[config.mk]
export PLATFORM = sky130hd
export DESIGN_NAME = lane_enable_ctrl_flat
export DESIGN_NICKNAME = d
export VERILOG_FILES = /design/src/rtl/lane_enable_ctrl_if.sv /design/src/rtl/lane_enable_ctrl.sv /design/src/flat_wrapper.sv
export SDC_FILE = /design/constraint.sdc
export NUM_CORES = 1
export LEC_CHECK = 0
export CAP_MARGIN = 40
export CORE_UTILIZATION = 45
export CTS_CLUSTER_DIAMETER = 40
export CTS_CLUSTER_SIZE = 8
export DETAILED_ROUTE_END_ITERATION = 12
export SYNTH_ARGS = -nofsm -noshare
export SYNTH_HDL_FRONTEND = slang
export SYNTH_SLANG_ARGS = --single-unit
[constraint.sdc]
create_clock -name clk -period 3.65 [get_ports clk]
set_clock_uncertainty 0.2 [all_clocks]
set_input_delay 0.365 -clock clk [delete_from_list [all_inputs] [get_ports clk]]
set_output_delay 0.365 -clock clk [all_outputs]
set_load 0.01 [all_outputs]
[src/rtl/lane_enable_ctrl_if.sv]
`default_nettype none
// ============================================================================
// Module      : lane_enable_ctrl_if
// Description : Per-lane write request handshake between requesters and the
//               lane enable controller. One valid/data/ready triple per lane.
//   req_valid  [LANES]  per-lane write request
//   req_data   [LANES]  per-lane write data bit
//   req_ready  [LANES]  per-lane accept (driven by the controller)
// Modports    : master (requester side), slave (controller side)
// Revision    : 1.0 - initial release
// ============================================================================
interface lane_enable_ctrl_if #(
  parameter int LANES = 5
);
  logic [LANES-1:0] req_valid;
  logic [LANES-1:0] req_data;
  logic [LANES-1:0] req_ready;

  modport master (
    output req_valid,
    output req_data,
    input  req_ready
  );

  modport slave (
    input  req_valid,
    input  req_data,
    output req_ready
  );
endinterface
`default_nettype wire

[src/rtl/lane_enable_ctrl.sv]
`default_nettype none
// ============================================================================
// Module      : lane_enable_ctrl
// Description : Upstream enable generator for a per-bit-enable output register
//               bank. Accepts per-lane writes, drives one-cycle enable pulses
//               with data, suppresses writes that would not change the bank,
//               and puts idle lanes to sleep with a fixed wake-up latency.
// Ports       :
//   clk             in   clock, rising edge
//   rst_n           in   asynchronous active-low reset
//   req_if          slave  per-lane valid/data/ready handshake
//   i_cur_q         in   current bank output, fed back for change detection
//   i_force_wake    in   wakes every sleeping lane
//   o_en            out  registered per-lane enable to the bank
//   o_d_out         out  registered per-lane data to the bank
//   o_sleep         out  1 while the lane is asleep
//   o_suppress_cnt  out  (ACG_STATS_EN only) saturating suppressed-write count
//   o_sleep_cnt     out  (ACG_STATS_EN only) saturating ACTIVE->SLEEP count
// Options     : define ACG_STATS_EN to add the statistics counters
// Revision    : 1.0 - initial release
// ============================================================================
module lane_enable_ctrl #(
  parameter int LANES       = 5,
  parameter int IDLE_CYCLES = 8,   // 2..255
  parameter int WAKE_CYCLES = 2    // 1..15
) (
  input  wire logic             clk,
  input  wire logic             rst_n,
  lane_enable_ctrl_if.slave     req_if,
  input  wire logic [LANES-1:0] i_cur_q,
  input  wire logic             i_force_wake,
  output logic      [LANES-1:0] o_en,
  output logic      [LANES-1:0] o_d_out,
  output logic      [LANES-1:0] o_sleep
`ifdef ACG_STATS_EN
  ,
  output logic      [15:0]      o_suppress_cnt,
  output logic      [15:0]      o_sleep_cnt
`endif
);

  localparam logic [7:0] C_IDLE_LAST = 8'(IDLE_CYCLES - 1);
  localparam logic [3:0] C_WAKE_LAST = 4'(WAKE_CYCLES - 1);

  typedef enum logic [1:0] {
    ST_ACTIVE = 2'd0,
    ST_SLEEP  = 2'd1,
    ST_WAKE   = 2'd2
  } lane_state_t;

  logic [LANES-1:0] w_ready;
  logic [LANES-1:0] w_eff;
  logic [LANES-1:0] w_to_sleep;
`ifdef ACG_STATS_EN
  logic [LANES-1:0] w_sup;
`endif

  generate
    for (genvar g = 0; g < LANES; g++) begin : g_lane
      lane_state_t r_state;
      logic [7:0]  r_idle;
      logic [3:0]  r_wake;
      logic        r_en;
      logic        r_d_out;
      logic        r_sleep;
      logic        w_acc;
      logic        w_ref;

      assign w_ready[g] = (r_state == ST_ACTIVE);
      assign w_acc      = req_if.req_valid[g] & w_ready[g];
      // The bank output lags an accepted write by two edges; while a pulse is
      // outstanding the value about to be written is the true reference.
      assign w_ref      = r_en ? r_d_out : i_cur_q[g];
      assign w_eff[g]   = w_acc & (req_if.req_data[g] != w_ref);
      // Threshold cycle without an effective write sends the lane to sleep;
      // an effective write on that same cycle takes priority.
      assign w_to_sleep[g] = w_ready[g] & ~w_eff[g] & (r_idle == C_IDLE_LAST);
`ifdef ACG_STATS_EN
      assign w_sup[g]   = w_acc & (req_if.req_data[g] == w_ref);
`endif

      always_ff @(posedge clk or negedge rst_n) begin
        if (!rst_n) begin
          r_state <= ST_ACTIVE;
          r_idle  <= 8'd0;
          r_wake  <= 4'd0;
          r_en    <= 1'b0;
          r_d_out <= 1'b0;
          r_sleep <= 1'b0;
        end else begin
          r_en <= 1'b0;
          case (r_state)
            ST_ACTIVE: begin
              if (w_eff[g]) begin
                r_en    <= 1'b1;
                r_d_out <= req_if.req_data[g];
                r_idle  <= 8'd0;
              end else if (w_to_sleep[g]) begin
                r_state <= ST_SLEEP;
                r_sleep <= 1'b1;
                r_idle  <= 8'd0;
              end else begin
                r_idle  <= r_idle + 8'd1;
              end
            end
            ST_SLEEP: begin
              // The waking request is not accepted; the requester holds it.
              if (req_if.req_valid[g] || i_force_wake) begin
                r_state <= ST_WAKE;
                r_sleep <= 1'b0;
                r_wake  <= 4'd0;
              end
            end
            ST_WAKE: begin
              if (r_wake == C_WAKE_LAST) begin
                r_state <= ST_ACTIVE;
                r_idle  <= 8'd0;
              end else begin
                r_wake  <= r_wake + 4'd1;
              end
            end
            default: begin
              r_state <= ST_ACTIVE;
              r_sleep <= 1'b0;
              r_idle  <= 8'd0;
            end
          endcase
        end
      end

      assign o_en[g]    = r_en;
      assign o_d_out[g] = r_d_out;
      assign o_sleep[g] = r_sleep;
    end
  endgenerate

  assign req_if.req_ready = w_ready;

`ifdef ACG_STATS_EN
  function automatic logic [16:0] popcount(input logic [LANES-1:0] v);
    logic [16:0] s;
    s = 17'd0;
    for (int k = 0; k < LANES; k++) begin
      s = s + 17'(v[k]);
    end
    return s;
  endfunction

  logic [15:0] r_suppress_cnt;
  logic [15:0] r_sleep_cnt;
  logic [16:0] w_sup_sum;
  logic [16:0] w_slp_sum;

  // One extra bit of headroom catches the wrap so the count saturates.
  assign w_sup_sum = {1'b0, r_suppress_cnt} + popcount(w_sup);
  assign w_slp_sum = {1'b0, r_sleep_cnt} + popcount(w_to_sleep);

  always_ff @(posedge clk or negedge rst_n) begin
    if (!rst_n) begin
      r_suppress_cnt <= 16'd0;
      r_sleep_cnt    <= 16'd0;
    end else begin
      r_suppress_cnt <= w_sup_sum[16] ? 16'hFFFF : w_sup_sum[15:0];
      r_sleep_cnt    <= w_slp_sum[16] ? 16'hFFFF : w_slp_sum[15:0];
    end
  end

  assign o_suppress_cnt = r_suppress_cnt;
  assign o_sleep_cnt    = r_sleep_cnt;
`endif

endmodule
`default_nettype wire

[src/flat_wrapper.sv]
// flat-port wrapper written by rule: the top's interface ports become plain ports
module lane_enable_ctrl_flat 
#(
  parameter int LANES       = 5,
  parameter int IDLE_CYCLES = 8,            
  parameter int WAKE_CYCLES = 2            
)
  (clk, rst_n, i_cur_q, i_force_wake, o_en, o_d_out, o_sleep, req_if_req_valid, req_if_req_data, req_if_req_ready);
  lane_enable_ctrl_if #(.LANES(LANES)) req_if_i ();
  input  wire logic clk;
  input  wire logic rst_n;
  input  wire logic [LANES-1:0] i_cur_q;
  input  wire logic i_force_wake;
  output logic      [LANES-1:0] o_en;
  output logic      [LANES-1:0] o_d_out;
  output logic      [LANES-1:0] o_sleep;
  input wire logic [$bits(req_if_i.req_valid)-1:0] req_if_req_valid;
  input wire logic [$bits(req_if_i.req_data)-1:0] req_if_req_data;
  output wire logic [$bits(req_if_i.req_ready)-1:0] req_if_req_ready;
  assign req_if_i.req_valid = req_if_req_valid;
  assign req_if_i.req_data = req_if_req_data;
  assign req_if_req_ready = req_if_i.req_ready;
  lane_enable_ctrl #(.LANES(LANES), .IDLE_CYCLES(IDLE_CYCLES), .WAKE_CYCLES(WAKE_CYCLES)) u_core (.clk(clk), .rst_n(rst_n), .req_if(req_if_i), .i_cur_q(i_cur_q), .i_force_wake(i_force_wake), .o_en(o_en), .o_d_out(o_d_out), .o_sleep(o_sleep));
endmodule
After elaboration in Yosys (flattened, before gate mapping):

Index checks and enable logic that the tools add are counted.
Widths: inputs -> output; s select.

* output and inout bits: 20
* RAM bits: 0
* memory bits (read-only): 0
* bits in latches: 0
* memories: 0
* flip-flop bits (word level): 85
* logic and storage cells: 260
* input bits: 18

* multiply operators: 0
* shift-type cells: 0
* bitwise logic cells: 35
* reductions and logical operators: 40
* divide/modulo/power cells: 0
* eq/ne operators: 50
* muxes and demuxes: 95
* add/sub/neg operators: 10
* $lt $le $gt $ge: 0

Operators with widths (count)
* $mux 8: 15
* $pmux 8 s3: 5
* $add 8x1->8 const B: 5
* $eq 8x3->1 const B: 5
* $mux 2: 20
* $mux 4: 10
* $pmux 4 s2: 5
* $reduce_and 4->1: 10
* $mux 1: 30
* $ne 2x2->1 const B: 15
* $pmux 2 s3: 5
* $add 4x1->4 const B: 5
* $and 1x1->1: 20
* $eq 4x1->1 const B: 5
* $ne 2x1->1 const B: 10
* $reduce_and 2->1: 10
* $not 1->1: 15
* $pmux 1 s3: 5
* $reduce_and 3->1: 5
* $eq 2x1->1 const B: 5
* $eq 2x2->1 const B: 5
* $logic_not 2->1: 5
* $reduce_bool 2->1: 5
* $logic_or 1x1->1: 5
* $ne 1x1->1: 5

Longest topological paths before layout:

Gate-level depths: netlist of the first run.

* depth after elaboration: 9
* gate-level depth with buffers: 7
* mapped depth without buffers: 6

Worst setup path before layout of the first run:

No wires, ideal clock.

* path type: flip-flop to flip-flop
* start point: reg u_core.g_lane[2].r_wake[1]
* end point: reg u_core.g_lane[2].r_idle[7]
* arrival: 1.643 ns
* stages on the path, launching flop included: 7
* setup slack: 1.659 ns
* path buffers: 0
* required time: 3.302 ns
* clock period less this slack: 1.991 ns
* library setup time: 0.148 ns
* cells stage by stage: dfrtp_1 > inv_1 > ha_1 > or3b_1 > a2111oi_4 > a31o_2 > a22oi_1

* word-level cells in the longest chain between the ends: 3

Ends and longest elaborated chain
* start: declaration: RTL line lane_enable_ctrl.sv:62 `logic [3:0] r_wake;`
* start signal: assignment: RTL line lane_enable_ctrl.sv:119 `r_wake <= r_wake + 4'd1;`
* $eq 4x1->1: RTL line lane_enable_ctrl.sv:115 `if (r_wake == C_WAKE_LAST) begin`
* $ne 2x1->1 (no source line)
* $reduce_and 2->1 (no source line)
* end signal: assignment: RTL line lane_enable_ctrl.sv:103 `r_idle <= r_idle + 8'd1;`
* end: declaration: RTL line lane_enable_ctrl.sv:61 `logic [7:0] r_idle;`

Every way passes these cells.
A chain may end at the register's enable or synchronous reset.

Final worst setup path of the first run:

* start point: reg u_core.g_lane[4].r_state[0]
* end point: out req_if_req_ready[4]

* word-level cells in the longest chain between the ends: 1

Ends and longest elaborated chain
* start: declaration: RTL line lane_enable_ctrl.sv:60 `lane_state_t r_state;`
* start signal: assignment: RTL line lane_enable_ctrl.sv:84 `r_state <= ST_ACTIVE;`
* start signal: assignment: RTL line lane_enable_ctrl.sv:99 `r_state <= ST_SLEEP;`
* start signal: assignment: RTL line lane_enable_ctrl.sv:109 `r_state <= ST_WAKE;`
* $logic_not 2->1: RTL line lane_enable_ctrl.sv:69 `assign w_ready[g] = (r_state == ST_ACTIVE);`
* end: declaration: RTL line flat_wrapper.sv:19 `output wire logic [$bits(req_if_i.req_ready)-1:0] req_if_req_ready;`

Every way passes these cells.

==> flow_summary.toml, run 1 <==
[global_routing]
use_met2_pct = 30.09
antenna_found_initial = 0
overflow = 0
use_met1_pct = 24.40
gr-usage-met3_pct = 3.493
grt_use_total_pct = 18.40
grt_pass1_vias = 3600
grt_pass1_wl_um = 16530
grt.busiest_layer = "met2"
grt_max_degree = 61

[power]
pwr-share-comb_pct = 39.8
swShare_pct = 38.36
switchingPower_w = 0.001438
p_int_w = 0.002311
peakVddDrop_v = 0.0002709
pwr-share-seq_pct = 41.9
pwr-share-clk_pct = 18.3
powerDensity_mw_per_mm2 = 697.0
p_leak_nw = 2.278

[sta]
fin_hold_ws_ns = 0.2882
max-slew-margin-rel_pct = 46.01
hold_viol = 0
fmax_mhz = 394.0
rsz0062_at_grt = "false"
fin_tns_setup_ns = 0
setup_ws_ns = 1.112
setup_violations = 0
tightest_slew_ns = 0.8025
post-route-min-period_ns = 2.538
finalMaxSlewViolations = 0
post-route-period-util_pct = 69.53

[yosys]
yosysWarnings = 0
synthCells = 489
ys_ff_latch = 85
async_flop_share_pct = 100.0
avgSynthCellArea_um2 = 9.774
synth_area_leader_cell = "dfrtp_1"
syn_area_mm2 = 0.004780
synth_edf_count = 0
synth.area.top_cells = "dfrtp_1, ha_1, nand2_1"
synth_nets = 522
synth_top_area_share_pct = 44.50
synth_most_common_cell = "dfrtp_1"
synthTopCellsByCount = "dfrtp_1, nand2_1, nand3_1, inv_1, o21ai_0"
synth.distinct_cells = 69
seq_area_frac_synth_pct = 44.50
synth_flop_cell = "dfrtp_1"

[worst_setup_path]
r2r-start = "u_core.g_lane[3].r_state[0]"
cp.arrival_ns = 1.97
cp-end-kind = "output port"
crit_buf_inv = 2
startpoint = "u_core.g_lane[4].r_state[0]"
cp_slowest_stage_delay_ns = 0.54
cp_top_family = "buffers and inverters"
critPathKind = "reg -> out"
start_kind = "flop"
cp_max_fo = 14
path_cells = "or2_2 > inv_1 > clkdlybuf4s50_1"
crit_slowest_cell = "dfrtp_1"
worstPathRequired_ns = 3.08

[flow_run]
maxCapViolCount = 0

[status]
outcome = "completed"

[placement]
gp_congestion = 0.7986
placedCellCount = 637
portBuffers = 37
dp_slack_ns = 1.143
dp.final_hpwl_um = 6488

[cells_and_area]
final_nets = 546
fin_util_pct = 52.09
area_delta_synth_final_pct = 12.51
drive_gt1_share_pct = 9.284
antennaDiodeCount = 0
stdcell_count = 653

[route]
wire_per_inst_um = 14.35
vias = 3747
routed_wl_um = 9368
drcViolationCount = 0
vias_per_cell = 5.738
first_iter_violations = 138
antenna_left = 0
first_pass_iters = 6

[die]
io_pins = 38
die_h_um = 105.1
fp.coreArea_mm2 = 0.01032
num_rows = 37
dieArea_mm2 = 0.01104
start_util_pct = 46.30
die_w_um = 105.1

[clock_tree]
worstSkewPairLatency_ns = 0.36
clk_pin_slew_worst_paths_ns = 0.08
cts_setup_buffers = 0
clk_path_buf_depth = 2
htree_levels = 3
cts.sinks = 85
cts-root-buf = "clkbuf_8"
cts_buffers = 9
cts_tree = "yes"

[hold_path]
hp-start = "u_core.g_lane[2].r_wake[3]"
hp-class = "reg -> reg"
## routing by layer
metal	up-vias	wire (um)
li1	1848	-
met1	1836	4561
met2	53	4441
met3	10	239
met4	0	125
met5	-	0
## power by group through the flow
stage	Clock, W	Combinational, W	Sequential (W)
floorplan	0	0.00120	0.00147
global placement	0	0.00146	0.00157
detailed placement	0	0.00150	0.00158
CTS	0.000707	0.00151	0.00157
global route	0.000739	0.00168	0.00162
finish	0.000685	0.00149	0.00157
## worst reg2reg max path: stages, from the launching register on
cell,delay (ns)
dfrtp_1,0.55
or2_0,0.40
o311a_1,0.51
o21ai_1,0.14
a32o_1,0.26
## registers in the layout, indices dropped and copies added (netlist names)
register / flops
u_core.g_lane.r_en: 5
u_core.g_lane.r_idle: 40
u_core.g_lane.r_sleep: 5
u_core.g_lane.r_wake: 20
u_core.g_lane.r_state: 10
u_core.g_lane.r_d_out: 5
## final cells by class
| class | count | area [um^2] |
|---|---|---|
| fillers | 954 | 4946 |
| inverters | 26 | 97.59 |
| flip-flops and latches | 85 | 2127 |
| clock inverters | 4 | 47.55 |
| multi-input cells | 351 | 2391 |
| clock buffers | 11 | 151.4 |
| well taps | 136 | 170.2 |
| repair buffers | 40 | 392.9 |
## through the flow
| stage | area, um^2 | total power (W) |
|---|---|---|
| final | 5378 | 0.003748 |
| after detailed placement | 5169 | 0.003081 |
| after CTS | 5378 | 0.003780 |
| after global placement | 5169 | 0.003033 |
| after floorplan | 4780 | 0.002677 |
| after global routing | 5378 | 0.004048 |
## cells by family after synthesis
family,Yosys count,synth area share [%]
XOR/XNOR,14,2.565
adder cells (fa/ha/maj),15,3.927
AND/OR/NAND/NOR,180,20.68
AO/OA/AOI/OAI,120,17.91
flip-flops,85,44.50
multiplexers,22,4.948
buffers and inverters,53,5.471
## layout by cell type, fill, tap and decap left out, types with 9 or more instances in the layout
master           instances
nand4_1                  9
o21ai_0                 24
dfrtp_1                 85
nor2_1                  23
clkdlybuf4s50_1         36
nand2_1                 41
o22ai_1                 11
clkbuf_8                11
a31oi_1                 22
nand3_1                 29
ha_1                    15
mux2i_1                 11
a21oi_1                 10
or3_1                   10
mux2_2                  10
inv_1                   26
## final timing paths
| path | endpoint | cells after the start | slack (ns) |
|---|---|---|---|
| worst max-delay path | req_if_req_ready[4] | 3 | 1.11 |
| worst min-delay path | u_core.g_lane[2].r_wake[3] | 1 | 0.29 |
| worst max register to register | u_core.g_lane[3].r_idle[6] | 4 | 1.48 |
| worst min register to register | u_core.g_lane[2].r_wake[3] | 1 | 0.29 |
| max in group asynchronous | u_core.g_lane[3].r_wake[2] | 3 | 2.00 |
| min in group asynchronous | u_core.g_lane[4].r_en | 2 | 0.43 |
## timing repair
action	in CTS	in global routing
hold buffers	1	0
endpoints found under the hold margin	59	0
resized for setup	0	0
No activity file was read; power rests on OpenSTA's default activity.
==> inputs of run 2 (changes only) <==
--- a/config.mk
+++ b/config.mk
@@ -10,6 +10,7 @@
 export CTS_CLUSTER_DIAMETER = 40
 export CTS_CLUSTER_SIZE = 8
 export DETAILED_ROUTE_END_ITERATION = 12
+export PLACE_DENSITY = 0.67
 export SYNTH_ARGS = -nofsm -noshare
 export SYNTH_HDL_FRONTEND = slang
 export SYNTH_SLANG_ARGS = --single-unit
==> constraint.sdc (replaced) <==
create_clock -name clk -period 2.2 [get_ports clk]
set_clock_uncertainty 0.2 [all_clocks]
set_input_delay 0.22 -clock clk [delete_from_list [all_inputs] [get_ports clk]]
set_output_delay 0.22 -clock clk [all_outputs]
set_load 0.01 [all_outputs]
==> run 2 against run 1 <==
Sequential cell count unchanged; sequential power up 62%; largest cell class unchanged; hold slack worse by 0.12 ns; first-iteration DRC count up 8.7%; non-clock buffer count up 20; combinational power up 80%; count of clock-buffer cells in the layout unchanged.
==> flow_summary.toml, run 2 (synthesis results as in run 1) <==
[cells_and_area]
fin_util_pct = 53.87
seqCellArea_mm2 = 0.002127
multi_input_area_mm2 = 0.002396
mostFrequentLayoutCells = "dfrtp_1, nand2_1, clkdlybuf4s50_1"
layout_commonest_cell = "dfrtp_1"
final_nets = 566
antennaDiodeCount = 0
area_delta_synth_final_pct = 16.36
fillers = 902
largest_register_ff_count = 40
drive_gt1_share_pct = 12.66
largest_register = "u_core.g_lane.r_idle"
reg.largest.list = "u_core.g_lane.r_idle x40, u_core.g_lane.r_wake x20, u_core.g_lane.r_state x10"

[status]
outcome = "completed"

[clock_tree]
clk_path_buf_depth = 2
clk_pin_slew_worst_paths_ns = 0.08
htree_levels = 3
cts_buffers = 9
cts.sinks = 85
cts_tree = "yes"
cts-root-buf = "clkbuf_8"
worstSkewPairLatency_ns = 0.35

[power]
peakVddDrop_v = 0.0007246
pwr-share-comb_pct = 41.6
pwr-share-seq_pct = 39.6
swShare_pct = 37.19
powerDensity_mw_per_mm2 = 1157
p_leak_nw = 2.395
switchingPower_w = 0.002394
pwr-share-clk_pct = 18.7
p_int_w = 0.004043

[route]
first_iter_violations = 150
first_pass_iters = 5
antenna_left = 0
drcViolationCount = 0
routed_wl_um = 9446
vias = 3789
wire_per_inst_um = 14.04
vias_per_cell = 5.630

[sta]
fin_tns_setup_ns = 0
max-slew-margin-rel_pct = 68.30
finalMaxSlewViolations = 0
setup_violations = 0
hold_viol = 0
post-route-min-period_ns = 2.070
post-route-period-util_pct = 94.07
fmax_mhz = 483.2
rsz0062_at_grt = "false"
tightest_slew_ns = 0.4756

[worst_setup_path]
cp_slowest_stage_delay_ns = 0.44
crit_buf_inv = 1
path_cells = "inv_1 > ha_1 > or3b_1 > a21bo_2 > or3_1 > o22ai_1"
cp_top_family = "simple AND/OR/NAND/NOR gates"
cp.arrival_ns = 2.14
critPathKind = "reg -> reg"
crit_slowest_cell = "dfrtp_1"
worstPathRequired_ns = 2.27
cp-end-kind = "flop"
start_kind = "flop"
cp_max_fo = 7

[placement]
portBuffers = 37
dp.final_hpwl_um = 6878
gp_congestion = 0.8451

[die]
fp.coreArea_mm2 = 0.01032
io_pins = 38
die_h_um = 105.1
start_util_pct = 46.30
die_w_um = 105.1
num_rows = 37
dieArea_mm2 = 0.01104

[global_routing]
grt_use_total_pct = 18.76
grt_pass1_vias = 3677
grt_max_degree = 38
grt_pass1_wl_um = 16880
overflow = 0
antenna_found_initial = 0

[hold_path]
hp-class = "in -> async"

[flow_run]
maxCapViolCount = 0
==> run 2: cell types whose count changed in the layout (fill, tap and decap cells not counted), sizes merged <==
cell           previous run  this run
buf                       3        23
bufinv                    1         2
clkdlybuf4s50            36        34
clkinv                    2         1
dlygate4sd2               0         1
dlymetal6s2s              0         1
==> run 2: metrics by stage <==
stage / worst slack [ns] / total power (W) / hold slack (ns) / instance area [um^2] / cells
3_5_place_dp: 0.07545 / 0.005244 / 0.01012 / 5324 / 656
5_1_grt: 0.03533 / 0.006951 / 0.2061 / 5562 / 673
3_3_place_gp: 0.1737 / 0.005133 / 0.008471 / 5324 / 656
2_1_floorplan: 0.2089 / 0.004441 / -0.2756 / 4780 / 489
6_report: 0.1304 / 0.006437 / 0.1715 / 5562 / 673
4_1_cts: 0.006532 / 0.006493 / 0.1794 / 5554 / 673
==> run 2: cell type report <==
class                   count  area share (%)
repair buffers             60           10.01
clock inverters             4           1.305
well taps                 136           3.060
flip-flops and latches     85           38.25
multi-input cells         351           43.08
clock buffers              11           2.542
inverters                  26           1.755
==> run 2: worst paths after layout <==
| check | startpoint | end | slack, ns | cells after the start |
|---|---|---|---|---|
| max in group asynchronous | rst_n | u_core.g_lane[3].r_state[1] | 1.05 | 3 |
| min reg2reg | u_core.g_lane[2].r_wake[3] | u_core.g_lane[2].r_wake[3] | 0.28 | 1 |
| max | u_core.g_lane[1].r_wake[1] | u_core.g_lane[1].r_idle[3] | 0.13 | 6 |
| min | rst_n | u_core.g_lane[4].r_idle[6] | 0.17 | 2 |
| max reg2reg | u_core.g_lane[1].r_wake[1] | u_core.g_lane[1].r_idle[3] | 0.13 | 6 |
| min in group clk | u_core.g_lane[2].r_wake[3] | u_core.g_lane[2].r_wake[3] | 0.28 | 1 |
==> run 2: metal layers <==
layer  GRT usage [%]  vias to the layer above  share of wire, %
li1                -                     1891                 -
met5               0                        -                 0
met1           23.31                     1826                46
met4           5.734                        0               1.1
met2           32.54                       62                50
met3           4.055                       10               3.0
==> run 2: power groups by stage <==
stage	registers, W	logic, W	clock network, W
finish	0.00255	0.00268	0.00120
global placement	0.00255	0.00258	0
CTS	0.00254	0.00269	0.00125
floorplan	0.00245	0.00199	0
detailed placement	0.00258	0.00267	0
global route	0.00264	0.00301	0.00130
==> run 2: timing repair <==
item | 4_1_cts | 5_1_grt
endpoints found under the hold margin | 34 | 0
buffers inserted | 1 | 0
endpoints found under the setup margin | 2 | 3
gates resized for setup | 1 | 3
pin swaps | 0 | 1
hold buffers | 1 | 0
==> inputs of run 3 (changes only) <==
--- a/config.mk
+++ b/config.mk
@@ -5,7 +5,7 @@
 export SDC_FILE = /design/constraint.sdc
 export NUM_CORES = 1
 export LEC_CHECK = 0
-export CAP_MARGIN = 40
+export CAP_MARGIN = 20
 export CORE_UTILIZATION = 45
 export CTS_CLUSTER_DIAMETER = 40
 export CTS_CLUSTER_SIZE = 8
==> results of run 3 <==
Final layout, timing and power as in run 2 (identical DEF).
